--- src/rtl/data_mem_sequencer_pkg.sv ---
// Shared decode types: cuOPType encoding, memory-access helpers and sequencer state enum.
// Latency: n/a (types and pure functions only).
// Backpressure: n/a.
package data_mem_sequencer_pkg;

  // Memory ops occupy one contiguous range so isMem is a simple range compare.
  typedef enum logic [5:0] {
    CU_ERROR = 6'd0,
    CU_ADD   = 6'd1,
    CU_SUB   = 6'd2,
    CU_AND   = 6'd3,
    CU_OR    = 6'd4,
    CU_XOR   = 6'd5,
    CU_LB    = 6'd16,
    CU_LH    = 6'd17,
    CU_LW    = 6'd18,
    CU_LBU   = 6'd19,
    CU_LHU   = 6'd20,
    CU_SB    = 6'd21,
    CU_SH    = 6'd22,
    CU_SW    = 6'd23
  } cuOPType;

  typedef enum logic [1:0] {
    MS_IDLE,
    MS_BUSY,
    MS_DONE
  } mem_state_e;

  typedef enum logic [1:0] {
    SZ_BYTE,
    SZ_HALF,
    SZ_WORD
  } mem_size_e;

  function automatic logic isMem(input logic [5:0] op);
    return (op >= CU_LB) && (op <= CU_SW);
  endfunction

  function automatic logic isLoad(input logic [5:0] op);
    return (op >= CU_LB) && (op <= CU_LHU);
  endfunction

  function automatic logic isStore(input logic [5:0] op);
    return (op >= CU_SB) && (op <= CU_SW);
  endfunction

  // Non-memory ops fall through to word size; callers only use this for memory ops.
  function automatic mem_size_e mem_size(input logic [5:0] op);
    case (op)
      CU_LB, CU_LBU, CU_SB: return SZ_BYTE;
      CU_LH, CU_LHU, CU_SH: return SZ_HALF;
      default:              return SZ_WORD;
    endcase
  endfunction

endpackage

--- src/rtl/data_mem_sequencer_if.sv ---
// Data-memory bus between the sequencer (master) and memory (slave).
// Latency: n/a (wires only).
// Backpressure: master holds ren/wen and address/data until mem_ready.
interface data_mem_sequencer_if;
  logic [31:0] mem_addr;
  logic [31:0] mem_wdata;
  logic [3:0]  mem_sel;
  logic        mem_ren;
  logic        mem_wen;
  logic        mem_ready;
  logic [31:0] mem_rdata;

  modport master (
    output mem_addr, mem_wdata, mem_sel, mem_ren, mem_wen,
    input  mem_ready, mem_rdata
  );

  modport slave (
    input  mem_addr, mem_wdata, mem_sel, mem_ren, mem_wen,
    output mem_ready, mem_rdata
  );
endinterface

--- src/rtl/data_mem_sequencer_byte_lane_gen.sv ---
// Byte-lane generator: op + address + store data -> byte enables, replicated wdata, aligned address.
// Latency: combinational.
// Backpressure: none. Misalign detection only under MISALIGN_TRAP_EN, else force-align and flag 0.
module byte_lane_gen
  import data_mem_sequencer_pkg::*;
(
  input  logic [5:0]  op,
  input  logic [31:0] addr,
  input  logic [31:0] store_data,
  output logic [31:0] addr_aligned,
  output logic [31:0] wdata,
  output logic [3:0]  sel,
  output logic        misaligned
);

  mem_size_e size;
  assign size = mem_size(op);

  // Lane selection and write-data replication by access width.
  always_comb begin
    addr_aligned = addr;
    wdata        = store_data;
    sel          = 4'b1111;
    case (size)
      SZ_BYTE: begin
        sel   = 4'b0001 << addr[1:0];
        wdata = {4{store_data[7:0]}};
      end
      SZ_HALF: begin
        addr_aligned[0] = 1'b0;
        sel             = 4'b0011 << {addr[1], 1'b0};
        wdata           = {2{store_data[15:0]}};
      end
      default: begin
        addr_aligned[1:0] = 2'b00;
        sel               = 4'b1111;
        wdata             = store_data;
      end
    endcase
  end

`ifdef MISALIGN_TRAP_EN
  assign misaligned = ((size == SZ_HALF) && addr[0]) ||
                      ((size == SZ_WORD) && (addr[1:0] != 2'b00));
`else
  assign misaligned = 1'b0;
`endif

endmodule

--- src/rtl/data_mem_sequencer.sv ---
// Load/store sequencer: issues one ready-acknowledged bus access per memory cuOP and stalls the PC meanwhile.
// Latency: 3 cycles minimum (IDLE, BUSY, DONE); BUSY lasts until mem_ready or TIMEOUT_CYCLES.
// Backpressure: request held stable while mem_ready is low; stall high in IDLE(mem op) and BUSY. Option: MISALIGN_TRAP_EN.
module data_mem_sequencer
  import data_mem_sequencer_pkg::*;
#(
  parameter int TIMEOUT_CYCLES = 255
)(
  input  logic        clk,
  input  logic        nRst,
  input  logic [5:0]  cuOP,
  input  logic [31:0] aluOut,
  input  logic [31:0] storeData,
  data_mem_sequencer_if.master bus,
  output logic [31:0] memload,
  output logic        stall,
  output logic        bus_err,
  output logic        misalign
);

  mem_state_e  state, state_nxt;
  logic [7:0]  cnt;
  logic        load_q;
  logic [31:0] addr_q, wdata_q;
  logic [3:0]  sel_q;
  logic        ren_q, wen_q;
  logic [31:0] lane_addr, lane_wdata;
  logic [3:0]  lane_sel;
  logic        lane_misaligned;
  logic        start, complete, timeout, trap;

  byte_lane_gen u_lane (
    .op           (cuOP),
    .addr         (aluOut),
    .store_data   (storeData),
    .addr_aligned (lane_addr),
    .wdata        (lane_wdata),
    .sel          (lane_sel),
    .misaligned   (lane_misaligned)
  );

  assign bus.mem_addr  = addr_q;
  assign bus.mem_wdata = wdata_q;
  assign bus.mem_sel   = sel_q;
  assign bus.mem_ren   = ren_q;
  assign bus.mem_wen   = wen_q;

  // State register.
  always_ff @(posedge clk) begin
    if (!nRst) state <= MS_IDLE;
    else       state <= state_nxt;
  end

  // Next state, event strobes and PC stall.
  always_comb begin
    state_nxt = state;
    start     = 1'b0;
    complete  = 1'b0;
    timeout   = 1'b0;
    trap      = 1'b0;
    case (state)
      MS_IDLE: begin
        if (isMem(cuOP)) begin
          if (lane_misaligned) begin
            trap      = 1'b1;
            state_nxt = MS_DONE;
          end else begin
            start     = 1'b1;
            state_nxt = MS_BUSY;
          end
        end
      end
      MS_BUSY: begin
        if (bus.mem_ready) begin
          complete  = 1'b1;
          state_nxt = MS_DONE;
        end else if (cnt == 8'(TIMEOUT_CYCLES - 1)) begin
          timeout   = 1'b1;
          state_nxt = MS_DONE;
        end
      end
      MS_DONE: state_nxt = MS_IDLE;
      default: state_nxt = MS_IDLE;
    endcase
    stall = ((state == MS_IDLE) && isMem(cuOP)) || (state == MS_BUSY);
  end

  // Request latch, memload capture and one-cycle error pulses.
  always_ff @(posedge clk) begin
    if (!nRst) begin
      addr_q   <= '0;
      wdata_q  <= '0;
      sel_q    <= '0;
      ren_q    <= 1'b0;
      wen_q    <= 1'b0;
      load_q   <= 1'b0;
      memload  <= '0;
      bus_err  <= 1'b0;
      misalign <= 1'b0;
    end else begin
      bus_err  <= timeout;
      misalign <= trap;
      if (start) begin
        addr_q  <= lane_addr;
        wdata_q <= lane_wdata;
        sel_q   <= lane_sel;
        ren_q   <= isLoad(cuOP);
        wen_q   <= !isLoad(cuOP);
        load_q  <= isLoad(cuOP);
      end
      if (complete || timeout) begin
        ren_q <= 1'b0;
        wen_q <= 1'b0;
      end
      if (complete && load_q) memload <= bus.mem_rdata >> {addr_q[1:0], 3'b000};
      if (timeout || trap)    memload <= '0;
    end
  end

  // BUSY-cycle counter; cleared whenever the sequencer is not waiting.
  always_ff @(posedge clk) begin
    if (!nRst)                                          cnt <= '0;
    else if (state == MS_BUSY && !complete && !timeout) cnt <= cnt + 8'd1;
    else                                                cnt <= '0;
  end

endmodule
--- src/flat_wrapper.sv ---
// flat-port wrapper written by rule: the top's interface ports become plain ports
module data_mem_sequencer_flat import data_mem_sequencer_pkg::*;
#(
  parameter int TIMEOUT_CYCLES = 255
)
  (clk, nRst, cuOP, aluOut, storeData, memload, stall, bus_err, misalign, bus_mem_addr, bus_mem_wdata, bus_mem_sel, bus_mem_ren, bus_mem_wen, bus_mem_ready, bus_mem_rdata);
  data_mem_sequencer_if bus_i ();
  input  logic clk;
  input  logic nRst;
  input  logic [5:0] cuOP;
  input  logic [31:0] aluOut;
  input  logic [31:0] storeData;
  output logic [31:0] memload;
  output logic stall;
  output logic bus_err;
  output logic misalign;
  output wire logic [$bits(bus_i.mem_addr)-1:0] bus_mem_addr;
  output wire logic [$bits(bus_i.mem_wdata)-1:0] bus_mem_wdata;
  output wire logic [$bits(bus_i.mem_sel)-1:0] bus_mem_sel;
  output wire logic [$bits(bus_i.mem_ren)-1:0] bus_mem_ren;
  output wire logic [$bits(bus_i.mem_wen)-1:0] bus_mem_wen;
  input wire logic [$bits(bus_i.mem_ready)-1:0] bus_mem_ready;
  input wire logic [$bits(bus_i.mem_rdata)-1:0] bus_mem_rdata;
  assign bus_mem_addr = bus_i.mem_addr;
  assign bus_mem_wdata = bus_i.mem_wdata;
  assign bus_mem_sel = bus_i.mem_sel;
  assign bus_mem_ren = bus_i.mem_ren;
  assign bus_mem_wen = bus_i.mem_wen;
  assign bus_i.mem_ready = bus_mem_ready;
  assign bus_i.mem_rdata = bus_mem_rdata;
  data_mem_sequencer #(.TIMEOUT_CYCLES(TIMEOUT_CYCLES)) u_core (.clk(clk), .nRst(nRst), .cuOP(cuOP), .aluOut(aluOut), .storeData(storeData), .bus(bus_i), .memload(memload), .stall(stall), .bus_err(bus_err), .misalign(misalign));
endmodule
--- config.mk ---
export PLATFORM = sky130hd
export DESIGN_NAME = data_mem_sequencer_flat
export DESIGN_NICKNAME = d
export VERILOG_FILES = /design/src/rtl/data_mem_sequencer_pkg.sv /design/src/rtl/data_mem_sequencer_if.sv /design/src/rtl/data_mem_sequencer_byte_lane_gen.sv /design/src/rtl/data_mem_sequencer.sv /design/src/flat_wrapper.sv
export SDC_FILE = /design/constraint.sdc
export NUM_CORES = 1
export LEC_CHECK = 0
export BUFFER_PORTS_ARGS = -buffer_cell sky130_fd_sc_hd__buf_2
export CORE_MARGIN = 1.5
export CORE_UTILIZATION = 43
export CTS_CLUSTER_SIZE = 14
export DETAILED_ROUTE_END_ITERATION = 8
export PLACE_DENSITY = 0.85
export SETUP_SLACK_MARGIN = 0.1
export SLEW_MARGIN = 5
export SYNTH_ARGS = -nofsm -noshare
export SYNTH_HDL_FRONTEND = slang
export SYNTH_SLANG_ARGS = --single-unit
--- constraint.sdc ---
create_clock -name clk -period 1.45 [get_ports clk]
set_input_delay 0.29 -clock clk [delete_from_list [all_inputs] [get_ports clk]]
set_output_delay 0.29 -clock clk [all_outputs]
set_load 0.005 [all_outputs]
==> results.yml, run 1 <==
logic_synthesis:
  syn-cell-area_um2: 4980
  syn_nets: 714
  synthesis.instances: 607
  yosysSeqAreaShare_pct: 45.9
  synth-edff-count: 0
  syn_avg_cell_area_um2: 8.20
  synth_flop_cell: "dfxtp_1"
  ys_ff_latch: 114
  yosysWarnings: 0
  synth_cell_types: 44
  async_flop_share_pct: 0
setup_path:
  crit_buf_inv: 5
  critPathLaunchType: "flip-flop"
  cp_top_family: "buffers and inverters"
  cp_common_cell: "buf_6"
  crit_chain: "buf_6 -> nor3_4 -> buf_6 -> buf_6 -> buf_16 -> buf_12 -> nand3_4 -> nor3b_2"
  required_ns: 1.74
  max_stage_delay_ns: 0.36
  r2r-start: "u_core.state[0]$_SDFFE_PN0P_"
  critPathCaptureType: "flip-flop"
  crit_fanout: 5
  cp.arrival_ns: 1.83
  worst_r2r_path_depth: 8
  r2r_slack_ns: -0.09
  criticalPathCategory: "flip-flop to flip-flop"
  r2r_end: "u_core.bus.mem_sel[1]$_SDFFE_PN0P_"
  crit_slowest_cell: "dfxtp_4"
global_route:
  antenna_found_initial: 0
  grt_util_all_layers_pct: 24.9
  grt_pass1_wl_um: 24700
  overflow: 0
  grt_max_degree: 53
  grt_pass1_vias: 4997
sta:
  final_hold_viol_count: 0
  fmaxAchievable_mhz: 650
  worstMarginPinSlew_ns: 0.739
  setup_viol: 54
  finalClockSkew_ns: 0.00866
  finalSetupTns_ns: -2.83
  max-slew-margin-rel_pct: 50.5
  finalCritPeriodShare_pct: 106
  slew_viol_final: 0
  rsz0062_at_grt: "yes"
  fin_crit_ns: 1.54
  worst_slack_ns: -0.0875
run_status:
  violations: "setup timing"
  status: "complete, but fails checks"
placement:
  place_area_um2: 6510
  place.gp.congestion: 0.850
  portBuffers: 208
  post-place-ws_ns: -0.236
  place_hpwl_um: 9990
cts:
  clk_latency_ns: 0.42
  cts_max_level: 4
  root_buffer: "clkbuf_16"
  clock_sinks: 114
  clockBufferDepth: 2
  cts_made_buffers: 17
  clk_pin_slew_worst_paths_ns: 0.05
  cts_hold_buffers: 0
  tritoncts: "built"
final_layout:
  nets: 969
  fillers: 786
  area_growth_pct: 66.9
  post-route-util_pct: 73.0
  drive_above_1_share_pct: 50.1
  diodes: 0
  stdcell_area_um2: 8310
hold_path:
  hold_path_end: "u_core.bus.mem_addr[26]$_SDFFE_PN0P_"
  hold_start: "aluOut[26]"
  min_path_type: "input pin to flip-flop"
  hold_depth: 3
floorplanning:
  die_w_um: 111
  fp.dieH_um: 111
  coreArea_um2: 11400
  io_pins: 210
  start_util_pct: 43.8
  core.rowCount: 39
  die_area_um2: 12200
power:
  p_leak_uw: 0.00368
  ir_drop_mv: 0.774
  powerDensity_nw_per_um2: 1050
drt:
  firstDrtPassIters: 6
  dr.first_iter.drc_count: 568
  met3_length_um: 1420
  highest_layer: "met4"
  vias: 5813
  wl_met1_um: 7130
  wire_per_inst_um: 18.4
  dr_wl_met2_um: 9420
  remaining_drc_errors: 0
  final_antenna_net_count: 0
  via_per_inst: 5.71
  totalWireLength_um: 18800
run:
  maxCapViolCount: 0
[synth_stat cells, types with 2 or more instances]
cell,instances,area (um2)
a211oi_1,9,67.6
a21boi_0,41,308
a21oi_1,44,220
a31oi_1,16,100
a41oi_1,8,70.1
and3_1,10,62.6
buf_1,3,11.3
buf_2,19,95.1
buf_4,3,22.5
clkbuf_1,23,86.3
dfxtp_1,114,2280
ha_1,2,25.0
inv_1,5,18.8
mux2_2,8,90.1
mux2i_1,16,160
nand2_1,142,533
nand2b_1,3,18.8
nand3_1,13,65.1
nand4_1,9,56.3
nor2_1,42,158
nor2b_1,2,12.5
nor3_1,9,45.0
nor3b_1,3,22.5
o2111ai_1,2,17.5
o211ai_1,10,75.1
o21ai_0,28,140
xnor2_1,3,26.3
xor2_1,4,35.0
[worst max-delay path by stage]
stage | start | to | slack [ns] | cells past startpoint
after floorplan | u_core.cnt[0]$_SDFF_PN0_ | u_core.memload[10]$_SDFFE_PP0P_ | -0.06 | 7
after detailed placement | cuOP[5] | u_core.bus.mem_addr[4]$_SDFFE_PN0P_ | -0.24 | 7
final | u_core.state[0]$_SDFFE_PN0P_ | u_core.bus.mem_sel[1]$_SDFFE_PN0P_ | -0.09 | 8
after global placement | cuOP[5] | u_core.bus.mem_wdata[12]$_SDFFE_PN0P_ | -0.18 | 7
after global routing | u_core.cnt[0]$_SDFF_PN0_ | u_core.memload[6]$_SDFFE_PP0P_ | -0.16 | 8
after CTS | u_core.cnt[0]$_SDFF_PN0_ | u_core.memload[5]$_SDFFE_PP0P_ | -0.04 | 8
[metal layers]
layer,track usage (%),vias up
met3,5.38,87
met4,12.5,0
met2,40.7,348
li1,-,2636
met5,0,-
met1,31.0,2742
[area by class of cell]
cell class	count	area, um2	area share [%]
Clock buffer	20	447	5.38
Multi-Input combinational cell	440	3070	37.0
Tap cell	143	179	2.15
Clock inverter	12	163	1.96
Timing Repair Buffer	284	2130	25.6
Sequential cell	114	2300	27.7
Inverter	5	18.8	0.226
[report_power, final]
part / internal (uW) / switching, uW
clock network: 2890 / 1460
registers: 3220 / 55.5
logic: 519 / 557
total: 6630 / 2070
[timing repair]
item | 4_1_cts | 5_1_grt
setup buffers | 9 | 14
resized for setup | 66 | 151
cloned | 7 | 9
pin swaps | 27 | 72
endpoints found under the setup margin | 59 | 112
[sequential cells by signal, indices dropped and copies added, names as in the netlist]
name,count
u_core.bus.mem_ren,1
u_core.bus.mem_addr,32
u_core.cnt,8
u_core.bus_err,1
u_core.memload,32
u_core.bus.mem_wdata,32
u_core.load_q,1
u_core.state,2
u_core.bus.mem_wen,1
u_core.bus.mem_sel,4
[placed cells by master (no fill, tap or decap), types with 4 or more instances in the layout]
| cell | count |
|---|---|
| a211oi_1 | 9 |
| a21boi_1 | 23 |
| a21boi_2 | 17 |
| a21oi_1 | 40 |
| a21oi_2 | 4 |
| a31oi_1 | 12 |
| a31oi_4 | 4 |
| a41oi_2 | 8 |
| and3_1 | 9 |
| buf_12 | 15 |
| buf_16 | 5 |
| buf_2 | 207 |
| buf_4 | 33 |
| buf_6 | 14 |
| bufinv_16 | 4 |
| clkbuf_16 | 25 |
| clkinv_2 | 7 |
| dfxtp_1 | 108 |
| inv_1 | 4 |
| mux2_2 | 8 |
| mux2i_1 | 16 |
| nand2_1 | 107 |
| nand2_2 | 10 |
| nand2_4 | 25 |
| nand3_1 | 11 |
| nand4_1 | 9 |
| nor2_1 | 36 |
| nor2_2 | 4 |
| nor3_1 | 9 |
| o211ai_1 | 10 |
| o21ai_1 | 7 |
| o21ai_2 | 14 |
| o21ai_4 | 4 |
| xor2_1 | 4 |
[cells by family (layout without fill, tap and decap cells)]
| family | after synthesis | count (layout) | share of synthesized area, % |
|---|---|---|---|
| fa+ha+maj | 2 | 2 | 0.503 |
| simple gates | 239 | 240 | 20.7 |
| xor+xnor | 7 | 7 | 1.23 |
| buf+inv | 54 | 321 | 4.80 |
| flops | 114 | 114 | 45.9 |
| compound gates | 166 | 166 | 21.8 |
| other cells | 1 | 1 | 0.0754 |
| mux | 24 | 24 | 5.03 |
[through the flow]
| step | hold WS (ns) | total power (uW) | std cells |
|---|---|---|---|
| 2_1_floorplan | 0.419 | 3680 | 607 |
| 3_3_place_gp | 0.437 | 4050 | 948 |
| 3_5_place_dp | 0.447 | 4070 | 948 |
| 4_1_cts | 0.103 | 8460 | 996 |
| 5_1_grt | 0.102 | 8960 | 1018 |
| 6_report | 0.114 | 8700 | 1018 |
[worst reg2reg max path: cells and delay by family, from the launching register on]
family | cells | cell delay [ns]
and+or+nand+nor | 3 | 0.43
buffers and inverters | 5 | 0.63
DFF | 1 | 0.36
No activity file was read; power rests on OpenSTA's default activity.
==> run 2: changes to the inputs <==
Settings changed: CORE_MARGIN 1.5 to unset, CORE_UTILIZATION 43 to 48, PLACE_DENSITY 0.85 to 0.89, SLEW_MARGIN 5 to 20.
Clock period 1.45 ns to 1.65 ns, I/O delays scaled along.
==> results.yml, run 2 (synthesis gave the netlist of run 1 again) <==
drt:
  via_per_inst: 5.60
  wire_per_inst_um: 17.2
  remaining_drc_errors: 0
  dr.first_iter.drc_count: 475
  final_antenna_net_count: 0
  vias: 5508
  firstDrtPassIters: 5
  totalWireLength_um: 16900
final_layout:
  area_growth_pct: 48.8
  layout_common_cells: "buf_2 (208), nand2_1 (140), dfxtp_1 (107)"
  nets: 942
  final_common_cell: "buf_2"
  post-route-util_pct: 74.7
  drive_above_1_share_pct: 41.7
  fillers: 751
cts:
  clk_pin_slew_worst_paths_ns: 0.06
  root_buffer: "clkbuf_8"
  clk_latency_ns: 0.52
  clock_sinks: 114
  cts_made_buffers: 17
  clockBufferDepth: 2
  tritoncts: "built"
  cts_hold_buffers: 0
  cts_max_level: 4
floorplanning:
  coreArea_um2: 9910
  core.rowCount: 36
  io_pins: 210
  die_area_um2: 10800
  fp.dieH_um: 104
  die_w_um: 104
  start_util_pct: 50.2
global_route:
  overflow: 0
  antenna_found_initial: 2
  grt_max_degree: 42
  grt_util_all_layers_pct: 29.1
  grt_pass1_wl_um: 24800
  grt_pass1_vias: 5005
power:
  powerDensity_nw_per_um2: 948
  totalPowerFinal_uw: 7020
  ir_drop_mv: 0.681
  p_leak_uw: 0.00319
setup_path:
  crit_chain: "ha_4 -> nand3_2 -> or2_4 -> o31ai_4 -> buf_6 -> clkbuf_16 -> a21oi_2"
  worstSetupStartpoint: "u_core.cnt[1]$_SDFF_PN0_"
  criticalPathCategory: "flip-flop to flip-flop"
  crit_slowest_cell: "dfxtp_4"
  crit_fanout: 8
  required_ns: 2.05
  crit_buf_inv: 2
  cp_top_family: "buffers and inverters"
  cp.arrival_ns: 2.06
  max_stage_delay_ns: 0.37
  critPathCaptureType: "flip-flop"
  r2r-start: "u_core.cnt[1]$_SDFF_PN0_"
  critPathLaunchType: "flip-flop"
placement:
  portBuffers: 208
  place_hpwl_um: 10500
  place.gp.congestion: 0.921
sta:
  fmaxAchievable_mhz: 605
  slew_viol_final: 0
  worst_slack_ns: -0.00279
  final_hold_viol_count: 0
  finalSetupTns_ns: -0.00294
  fin_crit_ns: 1.65
  setup_viol: 2
  finalClockSkew_ns: 0.0124
  rsz0062_at_grt: "yes"
  finalCritPeriodShare_pct: 100
hold_path:
  hold_start: "aluOut[25]"
  min_path_type: "input pin to flip-flop"
run_status:
  violations: "setup timing"
  status: "complete, but fails checks"
run:
  maxCapViolCount: 0
==> run 2: cell count changes in the layout (fill, tap and decap cells not counted), sizes merged <==
cell	before	now
clkinvlp	1	5
clkinv	7	6
diode	0	2
bufbuf	1	2
inv	5	8
bufinv	4	1
clkbuf	28	20
buf	275	253
or3	2	1
==> run 2: worst paths after layout <==
| check | to | slack, ns | depth (start not counted) |
|---|---|---|---|
| worst max-delay path | u_core.memload[3]$_SDFFE_PP0P_ | -0.003 | 7 |
| worst min-delay path | u_core.bus.mem_addr[25]$_SDFFE_PN0P_ | 0.05 | 3 |
| worst max register to register | u_core.memload[3]$_SDFFE_PP0P_ | -0.003 | 7 |
| worst min register to register | u_core.bus.mem_addr[11]$_SDFFE_PN0P_ | 0.46 | 2 |
==> run 2: power breakdown <==
part / leakage (uW) / internal, uW / switching, uW
Combinational: 0.00200 / 349 / 394
Clock: 0.000257 / 2000 / 1410
Sequential: 0.000928 / 2830 / 38.0
Total: 0.00319 / 5180 / 1840
==> run 2: tightest hold or removal path, delay by kind of cell <==
kind,cells,cell delay [ns]
simple gates,1,0.04
compound gates,1,0.06
buf+inv,1,0.09
==> run 2: timing repair <==
action,CTS,global route
resized for setup,12,56
pin swaps,2,12
setup endpoints to repair,6,35
buffers inserted,5,3
gates cloned,2,5
==> run 2: final cells by class <==
type	count	area [um2]	area share, %
antenna	2	5.00	0.0676
timing repair buffer	258	1680	22.7
sequential	114	2300	31.0
inverter	5	18.8	0.254
multi-input combinational	439	2680	36.3
clock inverter	15	135	1.83
tap	133	166	2.25
clock buffer	17	414	5.59
==> run 2: per-stage QoR <==
| step | hold slack [ns] | setup WS (ns) | area [um2] | cells |
|---|---|---|---|---|
| 4_1_cts | 0.0427 | 0.0642 | 7060 | 973 |
| 3_5_place_dp | 0.444 | -0.0805 | 6370 | 934 |
| 2_1_floorplan | 0.430 | 0.111 | 4980 | 607 |
| 5_1_grt | 0.0528 | -0.0498 | 7400 | 983 |
| 3_3_place_gp | 0.436 | -0.0155 | 6370 | 934 |
| 6_report | 0.0505 | -0.00279 | 7400 | 983 |
==> run 2: metal layers <==
metal / up-vias / part of all wire, % / track usage, %
li1: 2581 / - / -
met4: 0 / 4.4 / 15.4
met2: 305 / 49 / 48.8
met3: 69 / 7.0 / 6.04
met1: 2553 / 39 / 34.9
met5: - / 0 / 0
==> run 3: changes to the inputs <==
Settings changed: CORE_UTILIZATION 48 to 49, SYNTH_HIERARCHICAL set to 1.
==> results.yml, run 3 <==
drt:
  wire_per_inst_um: 16.7
  via_per_inst: 5.49
  dr.first_iter.drc_count: 410
  vias: 5542
  remaining_drc_errors: 0
  final_antenna_net_count: 0
  firstDrtPassIters: 6
  totalWireLength_um: 16800
logic_synthesis:
  synth-edff-count: 0
  yosysTopAreaCellShare_pct: 42.4
  syn_nets: 771
  async_flop_share_pct: 0
  yosysSeqAreaShare_pct: 42.4
  ys_ff_latch: 115
  synthesis.instances: 664
  yosys-top-cells-area: "dfxtp_1 (42%), nand2_1 (11%), a21oi_1 (9.6%)"
  syn_avg_cell_area_um2: 8.17
  yosysWarnings: 6
  yosysMostFrequentCell: "nand2_1"
  synth_flop_cell: "dfxtp_1"
  syn-cell-area_um2: 5430
  synth_cell_types: 50
  synth_commonest_cells: "nand2_1 (163), dfxtp_1 (115), a21oi_1 (104), nor2_1 (41), buf_4 (39)"
  yosys.area.top_type: "dfxtp_1"
floorplanning:
  die_area_um2: 11500
  io_pins: 210
  fp.dieH_um: 107
  coreArea_um2: 10800
  start_util_pct: 50.3
  core.rowCount: 38
  die_w_um: 107
power:
  powerDensity_nw_per_um2: 974
  p_leak_uw: 0.00325
  totalPowerFinal_uw: 7170
  ir_drop_mv: 0.731
run_status:
  status: "complete, no violations"
placement:
  place.gp.congestion: 0.845
  place_area_um2: 6430
  portBuffers: 209
  place_hpwl_um: 10800
cts:
  clockBufferDepth: 2
  cts_made_buffers: 17
  cts_hold_buffers: 0
  clk_latency_ns: 0.51
  cts_max_level: 4
  clock_sinks: 115
  root_buffer: "clkbuf_8"
  clk_pin_slew_worst_paths_ns: 0.06
  tritoncts: "built"
setup_path:
  criticalPathCategory: "flip-flop to flip-flop"
  cp_top_family: "multiplexers"
  crit_slowest_cell: "mux2i_1"
  crit_chain: "buf_12 -> buf_12 -> mux2i_1 -> nand2_1 -> o211ai_1 -> a21oi_1"
  max_stage_delay_ns: 0.40
  crit_fanout: 13
  critPathCaptureType: "flip-flop"
  cp_common_cell: "buf_12"
  required_ns: 2.04
  cp.arrival_ns: 1.92
  crit_buf_inv: 2
  critPathLaunchType: "flip-flop"
sta:
  final_hold_viol_count: 0
  rsz0062_at_grt: "yes"
  setup_viol: 0
  finalCritPeriodShare_pct: 92.8
  finalClockSkew_ns: 0.00875
  worstMarginPinSlew_ns: 0.994
  slew_viol_final: 0
  fmaxAchievable_mhz: 653
  fin_crit_ns: 1.53
  max-slew-margin-rel_pct: 33.6
final_layout:
  nets: 963
  final_common_cell: "buf_2"
  layout_common_cells: "buf_2 (208), nand2_1 (162), dfxtp_1 (107)"
  stdcell_area_um2: 7370
  diodes: 0
  drive_above_1_share_pct: 38.8
  area_growth_pct: 35.8
global_route:
  overflow: 0
  grt_pass1_vias: 5061
  antenna_found_initial: 1
  grt_max_degree: 69
  grt_util_all_layers_pct: 27.4
  grt_pass1_wl_um: 24200
hold_path:
  min_path_type: "input pin to flip-flop"
run:
  maxCapViolCount: 0
[run 3: cell count changes after synthesis, sizes merged, moves of 8 or more]
cell    delta
a21oi     +61
a21boi    -41
buf       +40
o21ai     -28
nand2     +21
a31oi     -17
inv       +17
mux2      +16
a41oi      -8
and3       -8
o221ai     +8
[run 3: kinds of logic after synthesis]
family | after synthesis | share of synthesized area (%)
mux | 41 | 8.53
simple gates | 245 | 19.3
xor+xnor | 7 | 1.27
buf+inv | 104 | 11.1
flops | 115 | 42.4
compound gates | 149 | 16.8
other cells | 1 | 0.0691
fa+ha+maj | 2 | 0.461
[run 3: per-stage QoR]
step | utilization (%) | hold slack (ns) | worst slack (ns) | TNS [ns] | std cells
finish | 68.2 | 0.0607 | 0.118 | 0 | 1009
global route | 68.2 | 0.0435 | 0.0560 | 0 | 1009
CTS | 66.2 | 0.0384 | 0.0768 | 0 | 993
detailed placement | 59.6 | 0.444 | -0.184 | -2.40 | 956
global placement | 59.6 | 0.438 | -0.169 | -1.79 | 956
floorplan | - | 0.409 | 0.0854 | 0 | 664
[run 3: final timing paths]
check                           cells after the start                                start                                   to  slack, ns
worst max-delay path                                6  u_core/bus.mem_addr[0]$_SDFFE_PN0P_       u_core/memload[3]$_SDFFE_PP0P_       0.12
worst min-delay path                                3                            aluOut[6]  u_core/bus.mem_addr[6]$_SDFFE_PN0P_       0.06
worst max register to register                      6  u_core/bus.mem_addr[0]$_SDFFE_PN0P_       u_core/memload[3]$_SDFFE_PP0P_       0.12
worst min register to register                      2      u_core/memload[29]$_SDFFE_PP0P_      u_core/memload[29]$_SDFFE_PP0P_       0.45
[run 3: layout make-up]
class | instances | area, um2
fillers | 822 | 3430
inverters | 22 | 82.6
clock inverters | 9 | 126
multi-input cells | 445 | 2540
flip-flops and latches | 115 | 2310
clock buffers | 23 | 477
repair buffers | 255 | 1650
well taps | 140 | 175
[run 3: routing by layer]
metal / global-route usage [%] / part of all wire [%] / vias up
li1: - / - / 2580
met1: 29.1 / 37 / 2597
met2: 47.6 / 50 / 313
met3: 10.0 / 10 / 50
met4: 13.9 / 3.0 / 2
met5: 0 / 0.077 / -
[run 3: what timing repair did]
item                                   4_1_cts  5_1_grt
gates resized for setup                     12       10
setup endpoints to repair                   34       99
pin swaps                                    2        1
gates cloned                                 2        3
buffers inserted                             3       13
endpoints found under the hold margin        0        0
[run 3: worst reg2reg max path, stage by stage, from the launching register on]
cell      delay (ns)
dfxtp_2         0.38
buf_12          0.12
buf_12          0.15
mux2i_1         0.41
nand2_1         0.14
o211ai_1        0.14
a21oi_1         0.09
[run 3: power breakdown]
group	internal [uW]	leakage [uW]	switching (uW)
Clock	2450	0.000298	1270
Combinational	292	0.00202	319
Sequential	2820	0.000933	21.7
